<file path="src/rtl/rr_priority_arbiter.sv">
// ---------------------------------------------------------------------------
// rr_priority_arbiter
//
// Registered N-way arbiter. It picks one requester from a request vector and
// presents that grant as a one-hot vector and as a binary index. Priority is
// either fixed or round-robin. Fixed priority means the highest set bit wins,
// which matches the old combinational 8-to-3 priority encoder. A valid/ready
// handshake holds each grant until the consumer takes it.
//
// Parameters
//   N      number of requesters (N >= 2)
//   IDX_W  width of the binary index, must equal $clog2(N)
//   RR_EN  1 = round-robin priority, 0 = fixed highest-bit-wins priority
//
// Ports
//   clk         rising-edge clock
//   rst_n       asynchronous active-low reset
//   req         request vector, bit i belongs to requester i
//   gnt_ready   consumer accepts the presented grant this cycle
//   gnt_valid   a grant is being presented
//   gnt_onehot  one-hot grant vector, zero when no grant is presented
//   gnt_idx     binary index of the granted requester, zero when idle
// ---------------------------------------------------------------------------
module rr_priority_arbiter #(
  parameter int N     = 8,
  parameter int IDX_W = $clog2(N),
  parameter bit RR_EN = 1'b1
) (
  input  logic             clk,
  input  logic             rst_n,
  input  logic [N-1:0]     req,
  input  logic             gnt_ready,
  output logic             gnt_valid,
  output logic [N-1:0]     gnt_onehot,
  output logic [IDX_W-1:0] gnt_idx
);

  // IDLE has no grant outstanding. GRANT holds a locked grant until transfer.
  typedef enum logic {
    IDLE  = 1'b0,
    GRANT = 1'b1
  } state_t;

  localparam logic [IDX_W-1:0] LastIdx = IDX_W'(N - 1);

  state_t           state_q;
  logic [IDX_W-1:0] ptr_q;
  logic [IDX_W-1:0] ptr_d;
  logic             gntValid_q;
  logic [N-1:0]     gntOnehot_q;
  logic [N-1:0]     gntOnehot_d;
  logic [IDX_W-1:0] gntIdx_q;

  logic             transfer;
  logic [IDX_W-1:0] searchStart;
  logic [IDX_W-1:0] searchIdx;
  logic             searchFound;
  logic [IDX_W-1:0] scanPos;

  assign transfer = gntValid_q & gnt_ready;

  // After index g is handed over, the round-robin pointer moves to the slot
  // just below g. That makes g the last candidate of the next scan.
  always_comb begin
    ptr_d = ptr_q;
    if (transfer) begin
      ptr_d = (gntIdx_q == '0) ? LastIdx : (gntIdx_q - IDX_W'(1));
    end
  end

  // Pick where the downward scan begins. Fixed mode always starts at the top
  // bit. In round-robin mode, a search made in the same cycle as a transfer
  // must already use the advanced pointer. That keeps back-to-back grants fair.
  always_comb begin
    searchStart = LastIdx;
    if (RR_EN) begin
      searchStart = (state_q == GRANT) ? ptr_d : ptr_q;
    end
  end

  // Scan downward from searchStart and wrap from 0 to N-1. The first set
  // request bit found wins. The scan position steps down by one and wraps
  // explicitly, so N does not need to be a power of two.
  always_comb begin
    searchFound = 1'b0;
    searchIdx   = '0;
    scanPos     = searchStart;
    for (int j = 0; j < N; j++) begin
      if (!searchFound && req[scanPos]) begin
        searchFound = 1'b1;
        searchIdx   = scanPos;
      end
      scanPos = (scanPos == '0) ? LastIdx : (scanPos - IDX_W'(1));
    end
  end

  // Decode the winning index into the one-hot form that is loaded with it.
  always_comb begin
    gntOnehot_d = {{(N-1){1'b0}}, 1'b1} << searchIdx;
  end

  // Grant FSM with registered outputs. In GRANT the outputs stay frozen
  // while gnt_ready is low, whatever req does. On a transfer the pointer
  // advances and a new winner is loaded in the same cycle if one exists.
  // Otherwise the outputs clear and the FSM falls back to IDLE. gnt_ready in
  // IDLE has no effect because transfer needs gntValid_q.
  always_ff @(posedge clk or negedge rst_n) begin
    if (!rst_n) begin
      state_q     <= IDLE;
      ptr_q       <= LastIdx;
      gntValid_q  <= 1'b0;
      gntOnehot_q <= '0;
      gntIdx_q    <= '0;
    end else begin
      case (state_q)
        IDLE: begin
          if (searchFound) begin
            state_q     <= GRANT;
            gntValid_q  <= 1'b1;
            gntOnehot_q <= gntOnehot_d;
            gntIdx_q    <= searchIdx;
          end
        end
        GRANT: begin
          if (transfer) begin
            ptr_q <= ptr_d;
            if (searchFound) begin
              gntValid_q  <= 1'b1;
              gntOnehot_q <= gntOnehot_d;
              gntIdx_q    <= searchIdx;
            end else begin
              state_q     <= IDLE;
              gntValid_q  <= 1'b0;
              gntOnehot_q <= '0;
              gntIdx_q    <= '0;
            end
          end
        end
        default: begin
          state_q     <= IDLE;
          gntValid_q  <= 1'b0;
          gntOnehot_q <= '0;
          gntIdx_q    <= '0;
        end
      endcase
    end
  end

  assign gnt_valid  = gntValid_q;
  assign gnt_onehot = gntOnehot_q;
  assign gnt_idx    = gntIdx_q;

endmodule

</file>
<file path="config.mk">
export PLATFORM = sky130hd
export DESIGN_NAME = rr_priority_arbiter
export DESIGN_NICKNAME = d
export VERILOG_FILES = /design/src/rtl/rr_priority_arbiter.sv
export SDC_FILE = /design/constraint.sdc
export NUM_CORES = 1
export LEC_CHECK = 0
export CAP_MARGIN = 10
export CORE_MARGIN = 1.5
export CORE_UTILIZATION = 32
export DETAILED_ROUTE_END_ITERATION = 10
export MAX_ROUTING_LAYER = met4
export PLACE_DENSITY = 0.61
export SLEW_MARGIN = 10
export SYNTH_ARGS = -nofsm -noshare
export SYNTH_HDL_FRONTEND = slang
export SYNTH_SLANG_ARGS = --single-unit
</file>
<file path="constraint.sdc">
create_clock -name clk -period 14.1 [get_ports clk]
set_input_delay 1.41 -clock clk [delete_from_list [all_inputs] [get_ports clk]]
set_output_delay 1.41 -clock clk [all_outputs]
set_load 0.02 [all_outputs]
</file>
# Word-level counts from Yosys, hierarchy flattened
# Index checks and enable logic that the tools add are counted.
dict set report classes {
  add_sub_neg 8
  magnitude_cmp 8
  eq_ne 2
  shift 1
  mux 56
  n_bitwise 2
  reduce_logical 24
}
# operator count
set op_table {}
lappend op_table {{$mux 3} 21}
lappend op_table {{$lt 3x4->1 const B} 8}
lappend op_table {{$bmux 1 s3} 8}
lappend op_table {{$logic_not 3->1} 8}
lappend op_table {{$mux 8} 3}
lappend op_table {{$sub 3x1->3 const B} 8}
lappend op_table {{$mux 1} 20}
lappend op_table {{$pmux 8 s2} 1}
lappend op_table {{$shl 1x3->8 const A} 1}
lappend op_table {{$logic_and 1x1->1} 7}
lappend op_table {{$logic_not 1->1} 7}
lappend op_table {{$pmux 3 s2} 1}
lappend op_table {{$pmux 1 s2} 2}
lappend op_table {{$reduce_and 2->1} 2}
lappend op_table {{$ne 2x1->1 const B} 1}
lappend op_table {{$ne 2x2->1 const B} 1}
lappend op_table {{$and 1x1->1} 1}
lappend op_table {{$not 1->1} 1}
dict set report totals {
  reg_bits 16
  input_bits 11
  output_inout_bits 12
  elab_cells 106
}

# Longest topological paths before layout
dict set report logic_depth {
  word_depth 32
  ltp_mapped 21
  ltp_nobuf 18
}

# Least setup slack after synthesis
# OpenSTA, ideal clock, no wires.
dict set report synth_path {
  path_kind {input -> register}
  from {input gnt_ready}
  to {register gntOnehot_q[4] (netlist: gnt_onehot[4])}
  setup_time_ns 0.122
  t_arrival_ns 5.736
  required_ns 13.978
  setup_slack_ns 8.243
  stages 17
  path_buffers 4
  cell_sequence {and3_1 -> buf_2 -> o21ai_1 -> inv_1 -> ha_1 -> buf_2 -> buf_1 -> mux4_2 -> mux2i_1 -> mux2i_1 -> nor3_2 -> nand2_1 -> or3_1 -> buf_4 -> o31a_1 -> and2_4 -> a32o_1}
}
dict set report synth_between {
  elab_chain_cells 31
  elab_cells_between_ends 78
  cone_classes {add/sub (7); eq/ne (2); shift (1); mux (45); bitwise (1); reduce/logical (22)}
}
# element line_no
set synth_lines {}
lappend synth_lines {{start, declared} 32} ;# input logic gnt_ready,
lappend synth_lines {{$and 1x1->1 *} 60} ;# assign transfer = gntValid_q & gnt_ready;
lappend synth_lines {{branches (longest 30 deep; another with $sub 3x1->3)} n/a}
lappend synth_lines {{end signal, assigned} 120} ;# gntOnehot_q <= gntOnehot_d;
lappend synth_lines {{end signal, assigned} 129} ;# gntOnehot_q <= gntOnehot_d;
lappend synth_lines {{end, declared} 50} ;# logic [N-1:0] gntOnehot_q;
# Mark *: on every way between the ends. The select of a mux whose other input is x is not followed.
# A chain may end at the register's enable or synchronous reset.

# Worst setup path after layout
dict set report layout_path {
  from {input gnt_ready}
  to {register gntOnehot_q[7] (netlist: gnt_onehot[7])}
}
# The elaborated chain is that of the path after synthesis.

==> reports/metrics.cfg <==
[final_layout]
final_layout_size_suffix_gt1_share_pct = 19.9
syn2layout_area_growth_pct = 15.8
stdcell_count = 352
diodes = 0
finalCoreUtilization_pct = 38.2
nFillCells = 681
seq_area_um2 = 404
multi_input_area_mm2 = 0.00175
nNetsFinal = 278

[drt]
first_pass_iters = 4
routed-via-count = 2103
drc = 0
routed_wl_um = 6000
post_drt_wl_per_cell_um = 17.0
drt_iter0_drc = 104
postRouteAntennaNets = 0
via_per_inst = 5.97

[clock_network]
clock_latency_ns = 0.25
cts-resized-gates = 0
clock_sinks = 16
cts_buffers = 3
htree_levels = 1
cts_tree = done
cts_hold_buf = 0
cts_setup_buffers = 0
clockBufferDepth = 2
cts_root_buf = clkbuf_8
path_clk_slew_ns = 0.07

[global_routing]
grt_use_met1_pct = 23.0
busiest_layer = met2
met2_usage_pct = 28.0
global_route.usage.met3_pct = 0.952
grt_max_degree = 18
track_usage_pct = 17.1
grt_remaining_overflow = 0
grt_pass1_vias = 1983
grt_first_pass_wirelength_um = 10100
grt_antenna_before_repair = 0

[floorplanning]
start_util_pct = 33.0
die-area_mm2 = 0.00752
num_rows = 30
io_pins = 23
core_mm2 = 0.00679
die_y_um = 86.7
die_width_um = 86.7

[sta]
slew_headroom_pct = 30.8
finalHoldViolCount = 0
finalCriticalPeriod_ns = 7.16
grt_setup_unrepaired = no
fin_tns_setup_ns = 0
fin_skew_ns = 0.00523
final-setup-viol-count = 0
drv_slew = 0
finalCritPeriodShare_pct = 50.8
worstMarginPinSlew_ns = 1.03
max_freq_ghz = 0.140

[worst_hold_path]
worst_hold_startpoint = gnt_onehot[5]
hold_path_class = register to register
hold_path_depth = 1
min_to = gnt_onehot[5]

[logic_synthesis]
synth_area_mm2 = 0.00224
synth_edf_count = 0
synth_commonest_cells = 24 x nand2_1, 18 x mux2i_1, 13 x dfrtp_1
ys_seq_elements = 16
synth.top_cells.by_area = dfrtp_1 15%, mux2i_1 8.0%, mux4_2 8.0%
synth.top_cell.area_share_pct = 14.5
ys.flop_type = dfrtp_1
post-synth-top-count-cell = nand2_1
yosysWarnings = 0
avgSynthCellArea_um2 = 9.31
seq_area_frac_synth_pct = 18.0
async_reset_ff_share_pct = 100
synth.largest_area_cell = dfrtp_1
synth_cells = 241
ys_types = 78
synth.net_count = 262

[setup_path]
cp_max_fo = 17
reg2reg_slack_ns = 8.11
critical-path-slowest-cell = ha_1
cp.required_ns = 14.24
startpoint_type = input pin
critical_path_class = input pin to register
rr_worst_depth = 18
crit_path_cell_trace = clkdlybuf4s50_1 -> and3_1 -> nand3b_1 -> o21ai_1 -> inv_1 -> ha_1 -> inv_2 -> nand3_1 -> o221ai_1 -> nor4bb_2 -> mux2i_1 -> a221o_1 -> nand2_1 -> or3_1 -> nor2_1 -> a311o_1 -> a32o_1
r2r_end = gnt_onehot[7]
rr_startpoint = gnt_idx[0]
crit_family = simple AND/OR/NAND/NOR gates
critPathMaxStageDelay_ns = 0.79
cp_num_buf_inv = 3
cp.arrival_ns = 7.30
endpoint_kind = register

[place]
numPortBuffers = 22
gp_congestion = 0.944
hpwl_um = 4540
dp.cells = 348

[outcome]
status = finished, final reports clean

[flow_run]
cap_violations = 0

per-stage QoR:
step	hold WS, ns	cell area, um^2	worst slack, ns
final	0.491	2600	6.94
after global routing	0.506	2600	6.45
after detailed placement	0.485	2540	6.74
after global placement	0.480	2540	6.55
after CTS	0.500	2600	6.99
after floorplan	0.597	2240	8.24
how the worst max path moves through the flow:
stage	start	endpoint	slack, ns	cells past startpoint
5_1_grt	gnt_ready	gnt_onehot[0]	6.45	17
3_3_place_gp	gnt_ready	gnt_onehot[6]	6.55	17
3_5_place_dp	gnt_ready	gnt_onehot[7]	6.74	17
4_1_cts	gnt_ready	gnt_onehot[7]	6.99	17
2_1_floorplan	gnt_ready	gnt_onehot[4]	8.24	17
6_report	gnt_ready	gnt_onehot[7]	6.94	17
worst reg2reg max path, stage by stage, from the launching register on:
cell and delay [ns]:
dfrtp_1 0.44, inv_1 0.07, ha_1 0.19, ha_1 0.22
nand3b_1 0.17, o21ai_1 0.47, inv_1 0.23, ha_1 0.79
inv_2 0.19, nand3_1 0.20, o221ai_1 0.17, nor4bb_2 0.78
mux2i_1 0.17, a221o_1 0.39, nand2_1 0.13, or3_1 0.42
nor2_1 0.14, a311o_1 0.45, a32o_1 0.25
placed cells by master, fill, tap and decap left out, drive strengths merged, types with 7 or more instances in the layout:
cell and count:
o21ai 7, mux2 8, nor2 10, a21oi 10, a32o 9, nand3 13, ha 10, clkdlybuf4s50 22
inv 13, nand2 25, mux2i 20, dfrtp 13, mux4 8
logic make-up (layout without fill, tap and decap cells):
group,after synthesis,after routing,synth area share [%]
muxes,36,36,22.2
AOI/OAI and AO/OA,71,71,28.9
adders and majority gates,10,10,5.58
buffers and inverters,24,39,4.41
and+or+nand+nor,84,84,20.9
DFF,16,16,18.0
state kept, by name, indices dropped and copies added (netlist names):
signal and flops:
gnt_valid 1, gnt_onehot 8, state_q 1, ptr_q 3
gnt_idx 3
per-layer routing:
layer  wire length [um]  share of wire [%]
met1               2710                 45
met2               2950                 49
met5                  0                  0
met3                234                3.9
met4                 95                1.6
area by class of cell:
type | instances | share of cell area [%]
Multi-Input combinational cell | 201 | 67.2
Tap cell | 96 | 4.62
Clock buffer | 4 | 2.12
Sequential cell | 16 | 15.6
Timing Repair Buffer | 22 | 8.48
Inverter | 13 | 1.97
Power is not shown: default switching activity piles up to over one toggle a cycle in this logic, so the estimate is an artifact.
